--- src/rtl/bcd_pkg.sv ---
// Shared digit types and constants for the multi-digit BCD counter.
// Used by bcd_digit and bcd_counter_n.
package bcd_pkg;

  localparam int DW = 4;

  typedef logic [DW-1:0] digit_t;

  localparam digit_t BCD_MAX  = 4'd9;
  localparam digit_t BCD_ZERO = 4'd0;

  function automatic logic is_bcd(input digit_t d);
    return d <= BCD_MAX;
  endfunction

  function automatic digit_t dig_inc(input digit_t d);
    return (d >= BCD_MAX) ? BCD_ZERO : d + 4'd1;
  endfunction

  function automatic digit_t dig_dec(input digit_t d);
    digit_t r;
    if (d == BCD_ZERO)
      r = BCD_MAX;
    else if (d > BCD_MAX)
      r = BCD_MAX;
    else
      r = d - 4'd1;
    return r;
  endfunction

endpackage

--- src/rtl/bcd_digit.sv ---
// One BCD digit: clear/load/step register with terminal flags.
// Step enable comes from the carry/borrow chain in the parent.
import bcd_pkg::*;

module bcd_digit (
  input  logic   clk,
  input  logic   reset,
  input  logic   step_i,
  input  logic   up_i,
  input  logic   clr_i,
  input  logic   load_i,
  input  digit_t load_digit_i,
  output digit_t digit_o,
  output logic   at_max_o,
  output logic   at_zero_o
);

  digit_t digit_q, digit_d;

  always_comb begin
    digit_d = digit_q;
    priority case (1'b1)
      clr_i:  digit_d = BCD_ZERO;
      load_i: digit_d = load_digit_i;
      step_i: digit_d = up_i ? dig_inc(digit_q)
                             : dig_dec(digit_q);
      default: digit_d = digit_q;
    endcase
  end

  always_ff @(posedge clk or negedge reset) begin
    if (!reset)
      digit_q <= BCD_ZERO;
    else
      digit_q <= digit_d;
  end

  // Out-of-range digits count as terminal so the carry
  // propagates together with their self-correcting step to 0.
  assign at_max_o  = digit_q >= BCD_MAX;
  assign at_zero_o = digit_q == BCD_ZERO;
  assign digit_o   = digit_q;

endmodule

--- src/rtl/bcd_counter_n.sv ---
// Parametrised N-digit BCD up/down counter with clear, load and tc.
// BCD_LOAD_CHECK_EN: zero non-BCD load digits and pulse err.
import bcd_pkg::*;

module bcd_counter_n #(
  parameter int unsigned DIGITS = 4
) (
  input  logic                  clk,
  input  logic                  reset,
  input  logic                  x,
  input  logic                  up,
  input  logic                  clr,
  input  logic                  load,
  input  logic [4*DIGITS-1:0]   load_val,
  output logic [4*DIGITS-1:0]   bcd_out,
  output logic                  tc,
  output logic                  wrap,
  output logic                  err
);

  logic [DIGITS-1:0] at_max;
  logic [DIGITS-1:0] at_zero;
  logic [DIGITS-1:0] step;
  logic [DIGITS:0]   lo_max;
  logic [DIGITS:0]   lo_zero;
  logic [4*DIGITS-1:0] ld_val;
  logic wrap_q, wrap_d;

  assign lo_max[0]  = 1'b1;
  assign lo_zero[0] = 1'b1;

`ifdef BCD_LOAD_CHECK_EN
  logic [DIGITS-1:0] bad;
  logic err_q, err_d;
`endif

  for (genvar i = 0; i < DIGITS; i++) begin : g_dig
    assign lo_max[i+1]  = lo_max[i] & at_max[i];
    assign lo_zero[i+1] = lo_zero[i] & at_zero[i];
    assign step[i] = x & (up ? lo_max[i] : lo_zero[i]);

`ifdef BCD_LOAD_CHECK_EN
    assign bad[i] = ~is_bcd(load_val[4*i +: 4]);
    assign ld_val[4*i +: 4] = bad[i] ? BCD_ZERO
                                     : load_val[4*i +: 4];
`else
    assign ld_val[4*i +: 4] = load_val[4*i +: 4];
`endif

    bcd_digit u_dig (
      .clk          (clk),
      .reset        (reset),
      .step_i       (step[i]),
      .up_i         (up),
      .clr_i        (clr),
      .load_i       (load),
      .load_digit_i (ld_val[4*i +: 4]),
      .digit_o      (bcd_out[4*i +: 4]),
      .at_max_o     (at_max[i]),
      .at_zero_o    (at_zero[i])
    );
  end

  // Whole-vector terminal is the top of the prefix chains.
  assign tc = x & (up ? lo_max[DIGITS] : lo_zero[DIGITS]);

  assign wrap_d = tc & ~clr & ~load;

  always_ff @(posedge clk or negedge reset) begin
    if (!reset)
      wrap_q <= 1'b0;
    else
      wrap_q <= wrap_d;
  end

  assign wrap = wrap_q;

`ifdef BCD_LOAD_CHECK_EN
  assign err_d = load & ~clr & (|bad);

  always_ff @(posedge clk or negedge reset) begin
    if (!reset)
      err_q <= 1'b0;
    else
      err_q <= err_d;
  end

  assign err = err_q;
`else
  assign err = 1'b0;
`endif

endmodule

--- config.mk ---
export PLATFORM = sky130hd
export DESIGN_NAME = bcd_counter_n
export DESIGN_NICKNAME = d
export VERILOG_FILES = /design/src/rtl/bcd_pkg.sv /design/src/rtl/bcd_digit.sv /design/src/rtl/bcd_counter_n.sv
export SDC_FILE = /design/constraint.sdc
export NUM_CORES = 1
export LEC_CHECK = 0
export ABC_AREA = 0
export CAP_MARGIN = 20
export CELL_PAD_IN_SITES_DETAIL_PLACEMENT = 1
export CELL_PAD_IN_SITES_GLOBAL_PLACEMENT = 1
export CORE_MARGIN = 5
export CORE_UTILIZATION = 36
export DETAILED_ROUTE_END_ITERATION = 12
export PLACE_DENSITY = 0.84
export SLEW_MARGIN = 20
export SYNTH_ARGS = -nofsm -noshare
export SYNTH_HDL_FRONTEND = slang
export SYNTH_SLANG_ARGS = --single-unit
export TNS_END_PERCENT = 20
--- constraint.sdc ---
create_clock -name clk -period 2.6 [get_ports clk]
set_input_delay 0.52 -clock clk [delete_from_list [all_inputs] [get_ports clk]]
set_output_delay 0.52 -clock clk [all_outputs]
set_load 0.05 [all_outputs]
==> results of run 1 <==
==> synthesized netlist by cell type (all sizes together) (3+ instances only) <==
cell,count,area (sq um)
nor2b,3,18.77
nand2,22,82.58
a21oi,26,130.1
o21bai,3,22.52
clkbuf,15,76.33
nor2,15,56.30
nor3b,10,75.07
inv,20,75.07
a31oi,6,52.55
or3b,3,28.78
a22o,4,38.79
o22ai,6,37.54
nand3,5,25.02
dfrtp,17,425.4
buf,3,26.27
nor3,12,60.06
o31ai,4,30.03
o211ai,3,22.52
nand2b,4,25.02
o21ai,18,90.09
ha,12,150.1
==> flip-flops by register name, indices dropped and copies added, names as in the netlist <==
name,flops
g_dig.u_dig.digit_o,16
wrap,1
==> report_power, final <==
part           internal, mW  switching, mW
clock                 0.109          0.102
sequential            0.289         0.0384
combinational         0.255          0.347
==> routing by layer <==
metal	routed length, microns	share of wire	GRT usage	vias up
li1	-	-	-	977
met1	2691	0.44	0.2442	1000
met2	3160	0.51	0.3444	54
met3	202	0.033	0.01552	8
met4	99	0.016	0.06081	0
met5	0	0	0	-
==> cell usage in the layout, fill, tap and decap left out, types with 5 or more instances in the layout <==
cell | netlist | routed
nor2_1 | 15 | 14
inv_1 | 20 | 16
o21ai_0 | 18 | 18
ha_1 | 12 | 10
clkdlybuf4s50_1 | 0 | 38
nor3b_1 | 10 | 7
o22ai_1 | 6 | 5
nor3_1 | 12 | 12
buf_4 | 2 | 27
a21oi_1 | 26 | 26
dfrtp_1 | 17 | 13
nand2_1 | 22 | 22
==> metrics by stage <==
step | util | hold slack [ns] | total power, mW | std cells | TNS [ns]
2_1_floorplan | - | 0.2244 | 0.6926 | 240 | -0.02755
3_3_place_gp | 0.4978 | 0.6147 | 0.8634 | 348 | 0
3_5_place_dp | 0.4978 | 0.6147 | 0.8832 | 348 | 0
4_1_cts | 0.5176 | 0.5988 | 1.114 | 355 | 0
5_1_grt | 0.5320 | 0.6279 | 1.211 | 360 | -0.03214
6_report | 0.5320 | 0.5906 | 1.139 | 360 | 0
==> layout make-up <==
type | count | area [sq um]
clock buffers | 4 | 45.04
fillers | 595 | 2240
inverters | 20 | 77.57
multi-input cells | 185 | 1286
flip-flops and latches | 17 | 430.4
well taps | 67 | 83.83
repair buffers | 67 | 623.1
==> path summary, 6_finish.rpt <==
kind / startpoint / to / slack, ns / cells after the start
setup / recovery: g_dig[0].u_dig.digit_o[1] / tc / 0.04 / 7
hold / removal: reset / g_dig[0].u_dig.digit_o[3] / 0.59 / 2
setup reg to reg: g_dig[0].u_dig.digit_o[1] / g_dig[1].u_dig.digit_o[2] / 0.22 / 9
hold reg to reg: g_dig[2].u_dig.digit_o[1] / g_dig[2].u_dig.digit_o[1] / 0.64 / 2
max in group asynchronous: reset / g_dig[1].u_dig.digit_o[1] / 1.78 / 2
min in group clk: g_dig[2].u_dig.digit_o[1] / g_dig[2].u_dig.digit_o[1] / 0.64 / 2
==> logic make-up after synthesis <==
| kind of cell | count (synthesis) | synth area share |
|---|---|---|
| flip-flops | 17 | 0.2361 |
| XOR/XNOR | 1 | 0.004862 |
| AND/OR/NAND/NOR | 86 | 0.2528 |
| buffers and inverters | 38 | 0.09861 |
| AO/OA/AOI/OAI | 85 | 0.3222 |
| adder cells (fa/ha/maj) | 12 | 0.08333 |
| other | 1 | 0.002081 |
==> timing repair <==
action                     4_1_cts  5_1_grt
setup endpoints to repair        1        1
pin swaps                        2        5
gates resized for setup          5        8
hold endpoints to repair         0        0
buffers inserted                 3        5
cloned                           0        0
==> summary.txt, run 1 <==
Outcome
  • Outcome: complete, no violations

Hold path
  • Worst Hold Class: in -> async

CTS
  • CTS tree: yes
  • Hold-fix buffers at CTS: 0
  • Clock transition at the registers of the reported paths: 0.07 ns
  • H-tree Lvls: 1
  • Inserted Clock Buffers: 3
  • CTS sink cnt: 17
  • Clk root buf: clkbuf_8
  • Clk_lat worst skew: 0.25 ns
  • Clk buf depth: 2

Critical path
  • Worst-path cell chain: inv_4, ha_4, or3b_4, o32ai_4, nand3_2, nor2_4, buf_12
  • Critical path data required time: 2.08 ns
  • Slowest cell on crit path: dfrtp_2
  • CP max FO: 3
  • Worst path bufs/invs: 2
  • CP Class: reg -> out
  • Crit end category: output port
  • Top cell family by delay on the critical path: simple AND/OR/NAND/NOR gates
  • Crit path launch type: flip-flop
  • Crit path DAT: 2.04 ns
  • CP peak stage delay: 0.43 ns

Timing
  • Slew HR: 0.6616
  • Final WS setup: 0.04187 ns
  • Peak Freq: 0.3909 GHz
  • Final setup vio count: 0
  • Clock skew: 0.002012 ns
  • Final min period: 2.558 ns
  • Period utilisation layout: 0.9839
  • RSZ-0062 raised after global routing: yes
  • Worst Max-Slew Pin Slew: 0.4949 ns
  • Final Hold Fails: 0
  • Max Slew Vio Count: 0

Detailed routing
  • Vias/cell: 5.664
  • ANT nets after route: 0
  • DRC errors left: 0
  • Initial DRC count: 107
  • Vias post-DR: 2039
  • Final wirelength: 6.154 mm
  • DRT Pass-1 Iters: 4
  • Avg WL per Cell: 17.09 microns

Global route
  • Largest net degree at the start of global routing: 28
  • Gr ovfl total: 0
  • Number of global-route vias before repair: 2060
  • First-pass GRT wire length: 9.991 mm
  • Antenna violations before repair: 0
  • Aggregate global-route resource usage: 0.1922

Die
  • IO Count: 41
  • Die width: 80.75 microns
  • Die Y: 80.75 microns
  • Die area: 0.006520 sq mm
  • Num rows: 25
  • Initial Util: 0.3765
  • Placeable Area: 0.004786 sq mm

Finish
  • Fraction of layout cells with a size suffix above 1: 0.2116
  • Area delta synth->final: 41.32%
  • Inserted Diodes: 0
  • Design Area, Final: 0.002546 sq mm
  • # nets final: 328

Synth
  • Seq/Total Area, Yosys: 0.2361
  • Mapped Avg Cell Area: 7.507 sq um
  • Ys Warns: 0
  • Seq cells post-synth: 17
  • Count of cell types in the netlist: 50
  • Syn_nets: 274
  • Async set-reset flop share out of synthesis: 1.000
  • Post-synth EDFFs: 0
  • Post-Syn Instances: 240
  • Primary FF master, synth: dfrtp_1
  • Syn Std Cell Area: 0.001802 sq mm

Job
  • Max-cap violations: 0

Place
  • GPL Wtd Cong: 0.8271
  • Detail Placement HPWL: 4.407 mm
  • Placed cell area: 0.002382 sq mm
  • Place WS: 0.01284 ns
  • PortBufs: 39

Pwr
  • Worst IR Drop VDD: 0.2093 mV
  • Leakage Power: 1.032 nW
  • PwrDens: 447.3 mW/mm^2
Note: power is estimated with default switching activity, not from simulation.
==> inputs of run 2 (changes only) <==
CORE_MARGIN = 8   (was 5)
==> run 2 against run 1 <==
  * The flow now finishes with violations (setup timing)
  * Global-route usage is 1.9 points lower
  * Register-to-register slack better by 0.19 ns
  * Final cell count fell by 0.83%
  * Worst hold slack better by 0.0040 ns
  * Wire length increased by 3.5%
  * Count of clock-buffer cells in the layout fell by 1
  * Die area increased by 15%
  * Clock skew is 0.00053 ns lower
  * Highest routed layer unchanged
==> summary.txt, run 2 (same netlist as run 1, synthesis figures left out) <==
Finish
  • Fraction of layout cells with a size suffix above 1: 0.1966
  • Area delta synth->final: 38.89%
  • Inserted Diodes: 0
  • Commonest non-fill, non-tap cells in the layout: clkdlybuf4s50_1, a21oi_1, buf_4
  • # nets final: 325
  • Max reg flops: 16
  • Non-Filler Instances: 357
  • Most common cell after layout, fill and taps aside: clkdlybuf4s50_1
  • Fillers: 604

Global route
  • First-pass GRT wire length: 10.70 mm
  • Aggregate global-route resource usage: 0.1733
  • Largest net degree at the start of global routing: 28
  • Gr ovfl total: 0
  • Number of global-route vias before repair: 2153
  • Antenna violations before repair: 0

Place
  • PortBufs: 39
  • GPL Wtd Cong: 0.8102
  • Detail Placement HPWL: 4.538 mm
  • Placed cell count: 350
  • Place WS: 0.1143 ns

Pwr
  • Worst IR Drop VDD: 0.2014 mV
  • Sequential Power Share: 0.290
  • Combinational power share: 0.523
  • PwrDens: 451.7 mW/mm^2
  • Pint: 641.9 uW
  • Switch Pwr: 488.4 uW
  • Switching Share: 0.4321
  • Clk pwr share: 0.187
  • Leakage Power: 1.011 nW

CTS
  • Clk buf depth: 2
  • Clock transition at the registers of the reported paths: 0.08 ns
  • Clk root buf: clkbuf_8
  • Inserted Clock Buffers: 3
  • CTS tree: yes
  • CTS sink cnt: 17
  • H-tree Lvls: 1
  • Clk_lat worst skew: 0.26 ns
  • Hold-fix buffers at CTS: 0

Timing
  • Slew HR: 0.6581
  • Final setup vio count: 1
  • Max Slew Vio Count: 0
  • Clock skew: 0.001478 ns
  • Worst Max-Slew Pin Slew: 0.5112 ns
  • Final WS setup: -0.006384 ns
  • Final Hold Fails: 0
  • Period utilisation layout: 1.002
  • Peak Freq: 0.3837 GHz
  • Final min period: 2.606 ns

Detailed routing
  • ANT nets after route: 0
  • Vias post-DR: 1992
  • Initial DRC count: 133
  • DRC errors left: 0
  • Avg WL per Cell: 17.85 microns
  • Vias/cell: 5.580
  • Final wirelength: 6.371 mm
  • DRT Pass-1 Iters: 4

Critical path
  • CP max FO: 12
  • Top cell family by delay on the critical path: buffers and inverters
  • Crit path launch: up
  • Slowest cell on crit path: clkdlybuf4s50_1
  • Worst path bufs/invs: 3
  • Crit path launch type: primary input
  • R2R depth: 8
  • Worst-path cell chain: clkdlybuf4s50_1, buf_4, nor4b_2, a31oi_4, nor2_4, buf_12
  • Crit path depth: 6
  • CP Class: in -> out
  • CP peak stage delay: 0.53 ns
  • Worst r2r src: g_dig[0].u_dig.digit_o[1]
  • Crit path DAT: 2.09 ns
  • Critical path data required time: 2.08 ns
  • Crit end category: output port

Hold path
  • Worst Hold Class: in -> async

Die
  • Placeable Area: 0.004786 sq mm
  • Initial Util: 0.3765
  • Die area: 0.007525 sq mm
  • Die Y: 86.75 microns
  • Die width: 86.75 microns
  • IO Count: 41
  • Num rows: 25

Job
  • Max-cap violations: 0

Outcome
  • Violated checks: setup timing
  • Outcome: finished with violations
[run 2: final cells by class]
| class | count | area, sq um | share of cell area |
|---|---|---|---|
| clock buffers | 3 | 41.29 | 0.01650 |
| clock inverters | 1 | 5.005 | 0.002000 |
| inverters | 20 | 75.07 | 0.03000 |
| multi-input cells | 185 | 1279 | 0.5110 |
| flip-flops and latches | 17 | 430.4 | 0.1720 |
| well taps | 67 | 83.83 | 0.03350 |
| repair buffers | 64 | 588.1 | 0.2350 |
[run 2: power groups by stage]
stage               Combinational (mW)  Sequential (mW)  Clock (mW)
floorplan                        0.287            0.406           0
global placement                 0.545            0.329           0
detailed placement               0.560            0.331           0
CTS                              0.577            0.327       0.219
global route                     0.639            0.333       0.229
finish                           0.591            0.328       0.211
[run 2: path summary, 6_finish.rpt]
check	end	slack (ns)
min in group clk	g_dig[2].u_dig.digit_o[1]	0.65
min	g_dig[0].u_dig.digit_o[3]	0.59
max	tc	-0.006
min reg2reg	g_dig[2].u_dig.digit_o[1]	0.65
max in group asynchronous	g_dig[1].u_dig.digit_o[1]	1.77
max reg2reg	g_dig[1].u_dig.digit_o[2]	0.41
[run 2: routing by layer]
layer  track usage  wire length [microns]
met5             0                      0
met4       0.04225                     42
met1        0.2123                   2945
met3       0.01607                    177
met2        0.3139                   3205
[run 2: stage by stage]
step / hold slack [ns] / instance area (sq um) / utilization / power (mW) / TNS (ns)
CTS: 0.5970 / 2470 / 0.5161 / 1.123 / 0
detailed placement: 0.6333 / 2385 / 0.4983 / 0.8910 / 0
floorplan: 0.2244 / 1838 / - / 0.6926 / -0.02755
finish: 0.5946 / 2502 / 0.5229 / 1.130 / -0.006384
global placement: 0.6192 / 2385 / 0.4983 / 0.8741 / 0
global route: 0.6201 / 2502 / 0.5229 / 1.200 / -0.07194
[run 2: repair_timing]
action | in CTS | in global routing
setup endpoints to repair | 1 | 1
resized for setup | 5 | 5
setup buffers | 2 | 1
pin swaps | 3 | 2
endpoints found under the hold margin | 0 | 0
